**config.mk**
```make
export PLATFORM = sky130hd
export DESIGN_NAME = lc3_fsm
export DESIGN_NICKNAME = d
export VERILOG_FILES = /design/src/rtl/lc3_pkg.sv /design/src/rtl/lc3_decode.sv /design/src/rtl/lc3_fsm.sv
export SDC_FILE = /design/constraint.sdc
export NUM_CORES = 1
export LEC_CHECK = 0
export ABC_AREA = 1
export CAP_MARGIN = 20
export CORE_MARGIN = 10
export CORE_UTILIZATION = 32
export CTS_CLUSTER_SIZE = 12
export DETAILED_ROUTE_END_ITERATION = 6
export PLACE_DENSITY = 0.87
export SKIP_LAST_GASP = 1
export SLEW_MARGIN = 20
export SYNTH_ARGS = -nofsm -noshare
export SYNTH_HDL_FRONTEND = slang
export SYNTH_HIERARCHICAL = 1
export SYNTH_SLANG_ARGS = --single-unit
```
**constraint.sdc**
```tcl
create_clock -name clk -period 1.19 [get_ports clk]
set_input_delay 0.119 -clock clk [delete_from_list [all_inputs] [get_ports clk]]
set_output_delay 0.119 -clock clk [all_outputs]
set_load 0.02 [all_outputs]
```
**src/rtl/lc3_pkg.sv**
```systemverilog
// Shared encodings for the LC-3 control unit: FSM states, opcodes and datapath select codes.
package lc3_pkg;

  typedef enum logic [3:0] {
    S_FETCH0 = 4'd0,
    S_FETCH1 = 4'd1,
    S_FETCH2 = 4'd2,
    S_DECODE = 4'd3,
    S_ALU    = 4'd4,
    S_BR     = 4'd5,
    S_JMP    = 4'd6,
    S_LEA    = 4'd7,
    S_ADDR   = 4'd8,
    S_LD1    = 4'd9,
    S_LD2    = 4'd10,
    S_ST1    = 4'd11,
    S_ST2    = 4'd12,
    S_HALT   = 4'd13
  } state_e;

  localparam logic [3:0] OP_BR  = 4'b0000;
  localparam logic [3:0] OP_ADD = 4'b0001;
  localparam logic [3:0] OP_LD  = 4'b0010;
  localparam logic [3:0] OP_ST  = 4'b0011;
  localparam logic [3:0] OP_AND = 4'b0101;
  localparam logic [3:0] OP_LDR = 4'b0110;
  localparam logic [3:0] OP_STR = 4'b0111;
  localparam logic [3:0] OP_NOT = 4'b1001;
  localparam logic [3:0] OP_JMP = 4'b1100;
  localparam logic [3:0] OP_LEA = 4'b1110;

  localparam logic [1:0] ALU_ADD  = 2'b00;
  localparam logic [1:0] ALU_AND  = 2'b01;
  localparam logic [1:0] ALU_NOT  = 2'b10;
  localparam logic [1:0] ALU_PASS = 2'b11;

  localparam logic [1:0] SELPC_INC = 2'b00;
  localparam logic [1:0] SELPC_EAB = 2'b01;
  localparam logic [1:0] SELPC_BUS = 2'b10;

  localparam logic       EAB1_PC = 1'b0;
  localparam logic       EAB1_RA = 1'b1;

  localparam logic [1:0] EAB2_ZERO = 2'b00;
  localparam logic [1:0] EAB2_OFF6 = 2'b01;
  localparam logic [1:0] EAB2_OFF9 = 2'b10;
  localparam logic [1:0] EAB2_OF11 = 2'b11;

  localparam logic       MAR_EAB  = 1'b0;
  localparam logic       MAR_ZEXT = 1'b1;

  localparam logic       MDR_BUS = 1'b0;
  localparam logic       MDR_MEM = 1'b1;

endpackage

```
**src/rtl/lc3_decode.sv**
```systemverilog
// Opcode to first execute state; anything unsupported lands in HALT.
module lc3_decode
  import lc3_pkg::*;
(
  input  logic [3:0] opcode_i,
  output state_e     exec_state_o
);

  always_comb begin
    exec_state_o = S_HALT;
    case (opcode_i)
      OP_ADD, OP_AND, OP_NOT:        exec_state_o = S_ALU;
      OP_BR:                         exec_state_o = S_BR;
      OP_JMP:                        exec_state_o = S_JMP;
      OP_LEA:                        exec_state_o = S_LEA;
      OP_LD, OP_ST, OP_LDR, OP_STR:  exec_state_o = S_ADDR;
      default:                       exec_state_o = S_HALT;
    endcase
  end

endmodule

```
**src/rtl/lc3_fsm.sv**
```systemverilog
// LC-3 multicycle control unit: state register plus Moore output decode from state and IR.
// All outputs are forced low while reset is held.
module lc3_fsm
  import lc3_pkg::*;
(
  input  logic        clk,
  input  logic        reset,
  input  logic [15:0] IR,
  input  logic        N,
  input  logic        Z,
  input  logic        P,
  output logic        enaALU,
  output logic        enaMARM,
  output logic        enaMDR,
  output logic        enaPC,
  output logic        ldPC,
  output logic        ldIR,
  output logic        ldMAR,
  output logic        ldMDR,
  output logic        regWE,
  output logic        memWE,
  output logic [1:0]  aluControl,
  output logic [1:0]  selPC,
  output logic        selEAB1,
  output logic [1:0]  selEAB2,
  output logic        selMAR,
  output logic        selMDR,
  output logic [2:0]  SR0,
  output logic [2:0]  SR1,
  output logic [2:0]  DR,
  output logic [3:0]  state,
  output logic        instrDone,
  output logic        halted
);

  state_e state_q;
  state_e state_d;
  state_e exec_state;
  logic   br_taken;
  logic   unused_ir;

  // Immediate-vs-register ALU forms are resolved inside the ALU, not here.
  assign unused_ir = ^IR[5:3];
  assign br_taken  = |(IR[11:9] & {N, Z, P});

  lc3_decode u_decode (
    .opcode_i     (IR[15:12]),
    .exec_state_o (exec_state)
  );

  always_comb begin
    state_d = state_q;
    case (state_q)
      S_FETCH0: state_d = S_FETCH1;
      S_FETCH1: state_d = S_FETCH2;
      S_FETCH2: state_d = S_DECODE;
      S_DECODE: state_d = exec_state;
      S_ADDR:   state_d = IR[12] ? S_ST1 : S_LD1;
      S_LD1:    state_d = S_LD2;
      S_ST1:    state_d = S_ST2;
      S_HALT:   state_d = S_HALT;
      default:  state_d = S_FETCH0;
    endcase
  end

  always_ff @(posedge clk or negedge reset) begin
    if (!reset) state_q <= S_FETCH0;
    else        state_q <= state_d;
  end

  always_comb begin
    enaALU     = 1'b0;
    enaMARM    = 1'b0;
    enaMDR     = 1'b0;
    enaPC      = 1'b0;
    ldPC       = 1'b0;
    ldIR       = 1'b0;
    ldMAR      = 1'b0;
    ldMDR      = 1'b0;
    regWE      = 1'b0;
    memWE      = 1'b0;
    aluControl = ALU_ADD;
    selPC      = SELPC_INC;
    selEAB1    = EAB1_PC;
    selEAB2    = EAB2_ZERO;
    selMAR     = MAR_EAB;
    selMDR     = MDR_BUS;
    SR0        = 3'd0;
    SR1        = 3'd0;
    DR         = 3'd0;
    state      = S_FETCH0;
    instrDone  = 1'b0;
    halted     = 1'b0;
    if (reset) begin
      state = state_q;
      case (state_q)
        S_FETCH0: begin
          enaPC = 1'b1;
          ldMAR = 1'b1;
          ldPC  = 1'b1;
          selPC = SELPC_INC;
        end
        S_FETCH1: begin
          ldMDR  = 1'b1;
          selMDR = MDR_MEM;
        end
        S_FETCH2: begin
          enaMDR = 1'b1;
          ldIR   = 1'b1;
        end
        S_ALU: begin
          SR0       = IR[8:6];
          SR1       = IR[2:0];
          DR        = IR[11:9];
          enaALU    = 1'b1;
          regWE     = 1'b1;
          instrDone = 1'b1;
          case (IR[15:12])
            OP_AND:  aluControl = ALU_AND;
            OP_NOT:  aluControl = ALU_NOT;
            default: aluControl = ALU_ADD;
          endcase
        end
        S_BR: begin
          selEAB1   = EAB1_PC;
          selEAB2   = EAB2_OFF9;
          selPC     = SELPC_EAB;
          ldPC      = br_taken;
          instrDone = 1'b1;
        end
        S_JMP: begin
          SR0       = IR[8:6];
          selEAB1   = EAB1_RA;
          selEAB2   = EAB2_ZERO;
          selPC     = SELPC_EAB;
          ldPC      = 1'b1;
          instrDone = 1'b1;
        end
        S_LEA: begin
          selEAB1   = EAB1_PC;
          selEAB2   = EAB2_OFF9;
          selMAR    = MAR_EAB;
          enaMARM   = 1'b1;
          DR        = IR[11:9];
          regWE     = 1'b1;
          instrDone = 1'b1;
        end
        S_ADDR: begin
          enaMARM = 1'b1;
          ldMAR   = 1'b1;
          selMAR  = MAR_EAB;
          // LDR/STR (opcode bit 14 set) use base register + offset6.
          if (IR[14]) begin
            selEAB1 = EAB1_RA;
            selEAB2 = EAB2_OFF6;
            SR0     = IR[8:6];
          end else begin
            selEAB1 = EAB1_PC;
            selEAB2 = EAB2_OFF9;
          end
        end
        S_LD1: begin
          ldMDR  = 1'b1;
          selMDR = MDR_MEM;
        end
        S_LD2: begin
          enaMDR    = 1'b1;
          DR        = IR[11:9];
          regWE     = 1'b1;
          instrDone = 1'b1;
        end
        S_ST1: begin
          SR0        = IR[11:9];
          aluControl = ALU_PASS;
          enaALU     = 1'b1;
          ldMDR      = 1'b1;
          selMDR     = MDR_BUS;
        end
        S_ST2: begin
          memWE     = 1'b1;
          instrDone = 1'b1;
        end
        S_HALT: halted = 1'b1;
        default: ;
      endcase
    end
  end

endmodule

```
# Yosys cells after proc, flatten, opt, wreduce, memory -nomap -nowiden
# Memories as Yosys holds them, arrays and structs flattened.
# Cells that the tools add are included.
# W data, S select, Z words.
[classes]
n_addsub = 0
multipliers = 0
div = 0
order_cmp = 0
eq_ne = 15
shifts = 0
n_mux = 47
n_bitwise = 1
reduce_logical = 14
[op_table]
columns = ["operator", "n"]
rows = [
  ["$pmux W4 S8", 1],
  ["$mux W1", 29],
  ["$eq A4 B4 Y1 const B", 7],
  ["$eq A4 B3 Y1 const B", 5],
  ["$mux W3", 6],
  ["$reduce_or A2 Y1", 9],
  ["$pmux W2 S2", 3],
  ["$pmux W3 S3", 1],
  ["$reduce_or A3 Y1", 3],
  ["$eq A4 B2 Y1 const B", 2],
  ["$mux W2", 4],
  ["$reduce_or A6 Y1", 1],
  ["$eq A4 B1 Y1 const B", 1],
  ["$logic_not A4 Y1", 1],
  ["$mux W4", 1],
  ["$pmux W1 S2", 2],
  ["$and A3 B3 Y3", 1],
]
[word_totals]
reg_bits = 4
latch_bits = 0
ram_bits = 0
mem_bits_ro = 64
input_bits = 21
output_inout_bits = 34
elab_cells = 79
memories = 1
[mem_list]
columns = ["name", "words", "width", "read_ports", "rd_ports_with_merged_regs", "wr", "line_no", "rtl"]
rows = [
  ["(no name shown)", 16, 4, 1, 0, 0, "lc3_decode.sv:11", "case (opcode_i)"],
]

# Logic depth before layout (Yosys ltp)
# Gate-level depths: netlist of the first run.
[depth]
word_depth = 4
depth_mapped = 8

# Cells and area by module
# The synthesis of the first run kept the hierarchy.
[modules_own_cells]
columns = ["module", "instances", "cells_per_inst", "area_per_inst_um2", "seq_area_each_um2"]
rows = [
  ["lc3_fsm", 1, 148, 745.7, 100.1],
  ["lc3_decode", 1, 14, 66.3, 0.0],
]

# Worst setup path before layout of the first run
# Ideal clock, no wire load.
[synth_timing]
kind = "register to output"
from = "reg state_q[0]"
to = "out selEAB1"
t_arrival_ns = 1.255
slack_ns = -0.184
path_stages_with_launch = 6
cell_sequence = "dfrtp_1 > nor2_4 > inv_1 > nor2_2 > nand2_1 > o21ai_1"
[synth_via]
elab_chain_len = 3
elab_cells_between_ends = 4
classes_between = "2 x eq/ne; 2 x mux"
[synth_rtl]
columns = ["item", "line_no", "rtl"]
rows = [
  ["start: declaration", "lc3_fsm.sv:36", "state_e state_q;"],
  ["start signal: assignment", "lc3_fsm.sv:68", "else state_q <= state_d;"],
  ["$eq A4 B4 Y1 or $eq A4 B3 Y1 (tied branches)", "lc3_fsm.sv:96", "case (state_q)"],
  ["$pmux W1 S2 *", "lc3_fsm.sv:96", ""],
  ["$mux W1 *", "lc3_fsm.sv:94", "if (reset) begin"],
  ["end: declaration", "lc3_fsm.sv:24", "output logic selEAB1,"],
]
# Every way passes the cells marked *; elsewhere a longest branch is shown, timed or not.

# Worst setup path after layout of the first run
[layout_timing]
from = "reg state_q[1]"
to = "out selEAB1"
# The elaborated chain is that of the path after synthesis.

==> results of run 1 <==
cells in the mapped netlist (all sizes together):
cell	count	area, sq um
buf	5	38.8
o21ai	5	28.8
a21oi	5	28.8
conb	1	3.75
inv	38	143
nor2	29	140
nand3	16	80.1
nor3	2	10.0
dfrtp	4	100
nand4	4	25.0
nand2	53	214
final timing paths:
kind | start | to | slack (ns) | cells after the start
worst min register to register | state_q[2]$_DFF_PN0_ | state_q[2]$_DFF_PN0_ | 0.83 | 4
worst max-delay path | state_q[1]$_DFF_PN0_ | selEAB1 | -0.40 | 6
worst min-delay path | reset | state_q[2]$_DFF_PN0_ | 0.59 | 3
min in group clk | IR[12] | state_q[1]$_DFF_PN0_ | 0.70 | 4
max in group asynchronous | reset | state_q[1]$_DFF_PN0_ | 0.41 | 3
worst max register to register | state_q[1]$_DFF_PN0_ | state_q[1]$_DFF_PN0_ | -0.07 | 6
routing by layer:
layer,part of all wire,routed length [microns],global-route usage
met3,0.058,212,0.0339
met2,0.53,1960,0.261
met5,0,0,0
met4,0.0033,12,0.0329
met1,0.41,1490,0.143
stage by stage:
stage / cell area [sq um] / util / setup TNS [ns]
2_1_floorplan: 923 / - / -0.483
5_1_grt: 1880 / 0.768 / -12.63
3_5_place_dp: 1670 / 0.678 / -20.37
4_1_cts: 1760 / 0.716 / -9.56
6_report: 1880 / 0.768 / -10.06
3_3_place_gp: 1670 / 0.678 / -19.81
worst max-delay path: stages (launching register included):
cell and delay, ns:
dfrtp_2 0.45, nor2_4 0.21, inv_2 0.09, nor2_4 0.13, nand2_2 0.09, o21ai_2 0.13
buf_6 0.13
cells by family (layout without fill, tap and decap cells):
kind of cell	Yosys count	after routing	synth area share
buf+inv	43	133	0.223
flops	4	4	0.123
compound gates	10	10	0.0709
simple gates	104	104	0.578
other cells	1	2	0.00462
power breakdown:
group          switching (mW)  internal [mW]  total, mW
logic                    1.53           1.27       2.80
registers               0.154          0.217      0.370
clock network          0.0574          0.113      0.170
final cells by class:
class / instances / area share
Timing Repair Buffer: 92 / 0.432
Multi-Input combinational cell: 116 / 0.402
Inverter: 38 / 0.0784
Sequential cell: 4 / 0.0558
Tap cell: 30 / 0.0199
Clock buffer: 3 / 0.0120
placed cells by master, fill, tap and decap left out, types with 5 or more instances in the layout:
cell type	netlist	routed
buf_4	3	51
nand2_1	49	39
inv_1	35	24
buf_6	1	19
clkdlybuf4s50_1	0	16
nor2_4	1	15
nand3_1	16	15
inv_2	3	12
nand2_2	3	8
nor2_1	24	7
nor2_2	3	6
nand2_4	1	5
what timing repair did:
item | 4_1_cts | 5_1_grt
gates cloned | 0 | 0
endpoints found under the hold margin | 0 | 4
endpoints found under the setup margin | 35 | 35
hold buffers | 0 | 1
resized for setup | 186 | 30
setup buffers | 5 | 6
pin swaps | 10 | 12
==> run metrics, run 1 <==
Top reg by flops=state_q; skew final=0.00184 ns; Static Leak=1.04 nW; Routed Antenna Nets=0; final WL=3680 microns; Core Region=2450 sq um; pin count of the biggest net entering global routing=11; Slew Limit Fails=0; # H-tree levels=1; first-pass GRT wire length=5890 microns; initial antenna violation count=0; Final Hold Vio Count=0; vias in the first global route=1,338; Chip Height=70.4 microns; CTS tree=yes; Hold/Removal Path Class=in -> async; NumNets Final=276; sequential area share after synthesis=0.123; number of I/O port buffers=49; CP arrival=1.48 ns; final worst setup slack=-0.404 ns; Die ar.=4950 sq um; Max-cap violations=0; violated checks=setup timing; die width=70.4 microns; row count=18; worst-skew pair later-pin latency=0.23 ns; Worst setup EP type=output pin; Hold Slack=0.589 ns; first-pass detailed-route iteration total=4; iteration-0 DRC count of the detailed router=32; GRT Total Usage=0.137; multi-input logic area=757 sq um; drt via density=4.55; Placed Cells=269; DR WL/cell=13.0 microns; top flop regs=state_q: 4 flops; gate count of the mapped netlist=162; worst slack, placed=-0.815 ns; pwr dens=1770 nW/um^2; gp weighted congestion=0.944; synth warn=6; Setup Crit Path Kind=reg -> out; Largest register FFs=4; Layout area overhead=132%; syn avg cell area=5.01 sq um; # fillers=177; Final Power=3.34 mW; Clock Sinks=4; final worst path period share=1.34; via count=1,289; fraction of layout cells with a size suffix above 1=0.553; Fmax=0.627 GHz; number of distinct library cells after synthesis=22; ant diodes=0; grt ovf=0; Worst-path clk slew=0.04 ns; mapped cell area=812 sq um; status=finished with violations; synthesized flop and latch total=4; VDD IR max=0.00140 V; register area=105 sq um; io pins=55; CP startpoint kind=flip-flop; minimum clock period=1.59 ns; WP data required=1.07 ns; Layout Cells excl Fill=283; Critical Path Fanout Max=6; drt drc=0; dpl hpwl=2770 microns; Clock Root Buffer=clkbuf_4; unrepaired setup endpoints after global routing=yes; total CTS buffers=3; Initial Util=0.331; Final setup viols=34; CTS max path bufs=2
No activity file was read; power rests on OpenSTA's default activity.
==> run 2, diff against run 1 <==
- PLACE_DENSITY: 0.87 -> 0.88
- SYNTH_HIERARCHICAL: 1 -> unset
==> run 2 against run 1 <==
Compared with the run above:
- the run still ends with setup timing left
- register-to-register slack got worse by 0.27 ns
- combinational power grew 24%
- clock skew is 0.0078 ns higher
- core utilization rose by 6.4 points
- final cell count is 1.8% higher
- critical path type unchanged
- largest cell class unchanged
- largest power group unchanged
==> run metrics, run 2 <==
gate count of the mapped netlist=158; Final Hold Vio Count=0; DR WL/cell=17.9 microns; CP startpoint kind=flip-flop; dpl hpwl=2900 microns; pwr dens=2010 nW/um^2; pin count of the biggest net entering global routing=14; drt via density=5.29; # fillers=137; Hold Slack=0.103 ns; list of most frequent post-synthesis cells=nand2_1, inv_1, nor2_1, nand3_1, a21oi_1; Chip Height=70.3 microns; EDFF count, synth=0; total CTS buffers=3; synth warn=0; Die ar.=4940 sq um; CTS max path bufs=2; Static Leak=1.10 nW; Worst setup EP type=output pin; unrepaired setup endpoints after global routing=yes; Setup Crit Path Kind=reg -> out; most frequent cells in the layout=buf_4, nand2_1, buf_6; violated checks=setup timing; post-synth top area cell=nand2_1; Primary FF master, synth=dfrtp_1; fraction of layout cells with a size suffix above 1=0.597; Hold/Removal Path Class=in -> async; most common cell in the netlist=nand2_1; Area contributors post-synth=nand2_1, inv_1, nor2_1, dfrtp_1, nand3_1; # H-tree levels=1; grt ovf=0; vias in the first global route=1,603; first-pass GRT wire length=7440 microns; Critical Path Fanout Max=6; final worst setup slack=-0.553 ns; drt drc=0; number of I/O port buffers=49; Post-synth ARST share=1.00; worst-skew pair later-pin latency=0.26 ns; register area=105 sq um; first-pass detailed-route iteration total=4; synthesized flop and latch total=4; Max-cap violations=0; Initial Util=0.330; syn avg cell area=5.12 sq um; most common cell after layout, fill and taps aside=buf_4; sequential area share after synthesis=0.124; status=finished with violations; Slew Limit Fails=0; ant diodes=0; row count=18; GRT Total Usage=0.178; Largest register FFs=4; via count=1,523; mapped cell area=810 sq um; Layout area overhead=152%; io pins=55; gp weighted congestion=0.888; worst slack, placed=-0.705 ns; WP data required=1.07 ns; Fmax=0.574 GHz; Top reg by flops=state_q; final WL=5170 microns; Core Region=2450 sq um; design area=2040 sq um; Final setup viols=35; VDD IR max=0.00189 V; initial antenna violation count=0; iteration-0 DRC count of the detailed router=89; placed instance area=1790 sq um; multi-input logic area=806 sq um; number of distinct library cells after synthesis=24; top flop regs=state_q: 4 flops; Routed Antenna Nets=0; die width=70.3 microns; Clock Sinks=4; CP arrival=1.62 ns; NumNets Final=280; CTS tree=yes; skew final=0.00960 ns; final worst path period share=1.46; Worst-path clk slew=0.05 ns; Clock Root Buffer=clkbuf_4; post-synth top area share=0.209; minimum clock period=1.74 ns
==> run 2: metrics by stage <==
step	util	power (mW)	instances	setup TNS, ns
after floorplan	-	1.78	159	-0.430
after global placement	0.731	3.08	272	-19.13
after detailed placement	0.731	3.12	272	-19.85
after CTS	0.788	3.61	285	-10.46
after global routing	0.831	4.31	288	-14.26
final	0.831	4.11	288	-13.01
==> run 2: power by group <==
group | internal [mW] | leakage [nW] | switching [mW] | total [mW]
logic | 1.61 | 1.04 | 1.86 | 3.47
registers | 0.216 | 0.0455 | 0.210 | 0.426
clock network | 0.128 | 0.0150 | 0.0861 | 0.214
total | 1.95 | 1.10 | 2.16 | 4.11
==> run 2: logic make-up (layout without fill, tap and decap cells) <==
| kind of cell | after synthesis | in the layout | share of synthesized area |
|---|---|---|---|
| and+or+nand+nor | 104 | 104 | 0.586 |
| buffers and inverters | 38 | 137 | 0.206 |
| other | 1 | 2 | 0.00463 |
| DFF | 4 | 4 | 0.124 |
| AOI/OAI and AO/OA | 11 | 11 | 0.0804 |
==> run 2: area by class of cell <==
cell class | instances | area share
inverters | 32 | 0.0650
repair buffers | 101 | 0.457
well taps | 30 | 0.0184
flip-flops and latches | 4 | 0.0515
clock buffers | 4 | 0.0129
multi-input cells | 117 | 0.395
==> run 2: routing by layer <==
layer | routed length (microns) | track usage
met1 | 1770 | 0.175
met2 | 2670 | 0.321
met3 | 444 | 0.0466
met4 | 280 | 0.112
met5 | 0 | 0
==> run 2: timing repair <==
action	in CTS	in global routing
resized for setup	192	27
setup buffers	9	5
pin swaps	11	11
endpoints found under the setup margin	36	35
hold endpoints to repair	1	0
hold buffers	1	0
==> run 2: worst paths after layout <==
kind	startpoint	endpoint	slack [ns]	cells after the start
worst max-delay path	state_q[1]$_DFF_PN0_	SR0[0]	-0.55	7
worst min-delay path	reset	state_q[3]$_DFF_PN0_	0.10	3
worst max register to register	state_q[0]$_DFF_PN0_	state_q[3]$_DFF_PN0_	-0.34	8
worst min register to register	state_q[1]$_DFF_PN0_	state_q[1]$_DFF_PN0_	0.85	4
max in group asynchronous	reset	state_q[0]$_DFF_PN0_	0.53	3
min in group clk	IR[12]	state_q[1]$_DFF_PN0_	0.63	4
==> run 2: critical path, stage by stage (launching register included) <==
cell,delay [ns]
dfrtp_2,0.49
nor2_4,0.28
buf_6,0.15
nand3_1,0.09
nand3_1,0.09
nand2_1,0.09
inv_2,0.06
buf_6,0.11
==> run 3, diff against run 2 <==
--- a/constraint.sdc
+++ b/constraint.sdc
@@ -3,2 +3,2 @@
 set_output_delay 0.119 -clock clk [all_outputs]
-set_load 0.02 [all_outputs]
+set_load 0.005 [all_outputs]
==> run 3 against run 2 <==
Compared with the run above:
- the run still ends with setup timing left
- core utilization decreased by 5.0 points
- global-route usage down 1.1 points
- final cell count grew 0.35%
- fmax is 3.3% higher
- clock power decreased by 20%
- sequential share of layout area increased by 0.33 points
- non-clock buffer count up 2
- worst setup slack gained 0.056 ns
- sequential power down 4%
- critical path depth up 2
- critical endpoint unchanged
- flip-flop and latch count is the same
- final area decreased by 6.1%
==> run metrics, run 3 (same netlist as run 2, synthesis figures left out) <==
status=finished with violations; violated checks=setup timing; reg-to-reg startpoint=state_q[2]$_DFF_PN0_; Die ar.=4940 sq um; Clock Root Buffer=clkbuf_4; Hold Slack=0.125 ns; CP startpoint kind=flip-flop; Critical Path Fanout Max=3; Hold/Removal Path Class=in -> async; top cell family by delay on the critical path=buffers and inverters; grt ovf=0; fraction of layout cells with a size suffix above 1=0.579; Internal=1.90 mW; Initial Util=0.330; Util after Layout=0.781; Fmax=0.593 GHz; skew final=0.00716 ns; NumNets Final=282; Setup Crit Path Kind=reg -> out; final worst path period share=1.42; multi-input logic area=771 sq um; final WL=4830 microns; combinational share of power=0.846; worst path cell trace=buf_6 > nor2_8 > buf_6 > buf_6 > nand3_2 > nand3_2 > nand2_1 > inv_1 > buf_2; pin count of the biggest net entering global routing=14; iteration-0 DRC count of the detailed router=86; Static Leak=1.14 nW; first-pass GRT wire length=7020 microns; GRT Total Usage=0.168; die width=70.3 microns; vias in the first global route=1,511; final worst setup slack=-0.497 ns; Critical Path Most Common Cell=buf_6; Largest register FFs=4; Top Layer Used=met4; Critical-path top delay cell=dfrtp_2; worst-skew pair later-pin latency=0.24 ns; WP data required=1.07 ns; design area=1920 sq um; Switching Share=0.494; # H-tree levels=1; gp weighted congestion=0.895; DR WL/cell=16.7 microns; sw power=1.86 mW; total CTS buffers=3; clock share of power=0.046; minimum clock period=1.69 ns; metal3 WL=398 microns; crit-path max cell delay=0.42 ns; Buf/Inv on CP=5; Top reg by flops=state_q; met2 routed WL=2490 microns; top flop regs=state_q: 4 flops; Slew Limit Fails=0; Layout area overhead=137%; via count=1,463; Routed Antenna Nets=0; most common cell after layout, fill and taps aside=buf_4; drt drc=0; DRT met1 WL=1790 microns; register area=105 sq um; first-pass detailed-route iteration total=4; initial antenna violation count=0; Core Region=2450 sq um; CTS max path bufs=2; pwr dens=1960 nW/um^2; drt via density=5.06; sequential power share=0.109; most frequent cells in the layout=buf_4, buf_2, nand2_1; Clock Sinks=4; CTS tree=yes; number of I/O port buffers=49; dpl hpwl=2700 microns; Final Hold Vio Count=0; Chip Height=70.3 microns; unrepaired setup endpoints after global routing=yes; placed instance area=1550 sq um; Final setup viols=35; CP arrival=1.57 ns; Max-cap violations=0; Worst-path clk slew=0.04 ns; ant diodes=0; Worst setup EP type=output pin; io pins=55; row count=18; # fillers=155; VDD IR max=0.00196 V; critical path startpoint=state_q[2]$_DFF_PN0_
run 3: cell count changes in the layout (fill, tap and decap cells not counted), sizes merged:
cell | before | now
clkbuf | 4 | 3
dlygate4sd3 | 1 | 0
dlygate4sd2 | 1 | 0
clkinv | 1 | 0
buf | 83 | 85
clkinvlp | 0 | 1
dlymetal6s2s | 0 | 2
run 3: what timing repair did:
action                                  4_1_cts  5_1_grt
pin swaps                                    31       15
buffers inserted                             18        7
endpoints found under the setup margin       36       36
gates resized for setup                     197       27
hold buffers                                  0        0
run 3: tightest hold or removal path, cell delays in order:
cell and delay, ns:
dlymetal6s2s_1 0.19, buf_4 0.22, buf_4 0.15
run 3: per-stage QoR:
stage / setup TNS, ns / total power, mW / setup WS (ns) / cells
2_1_floorplan: 0 / 1.25 / 0.000798 / 159
3_3_place_gp: -14.56 / 2.30 / -0.502 / 265
3_5_place_dp: -15.47 / 2.33 / -0.556 / 265
4_1_cts: -9.44 / 3.30 / -0.369 / 283
5_1_grt: -12.91 / 3.97 / -0.541 / 289
6_report: -11.05 / 3.76 / -0.497 / 289
run 3: power by group through the flow:
stage	Sequential, mW	Combinational, mW	Clock (mW)
after floorplan	0.260	0.986	0
after global placement	0.298	2.00	0
after detailed placement	0.304	2.02	0
after CTS	0.384	2.74	0.171
after global routing	0.418	3.37	0.174
final	0.408	3.18	0.172
run 3: area by class of cell:
cell class | instances | area share
clock buffer | 3 | 0.0117
inverter | 32 | 0.0711
multi-input combinational | 117 | 0.402
sequential | 4 | 0.0548
tap | 30 | 0.0196
timing repair buffer | 103 | 0.441
run 3: per-layer routing:
metal	GRT usage	up-vias
li1	-	679
met5	0	-
met2	0.315	90
met1	0.169	677
met4	0.0746	0
met3	0.0381	17
run 3: final timing paths:
kind	endpoint	slack [ns]	cells after the start
max in group asynchronous	state_q[2]$_DFF_PN0_	0.95	3
min in group clk	state_q[1]$_DFF_PN0_	0.64	4
max	SR0[0]	-0.50	9
max reg2reg	state_q[3]$_DFF_PN0_	-0.26	9
min	state_q[3]$_DFF_PN0_	0.12	3
min reg2reg	state_q[3]$_DFF_PN0_	0.73	2
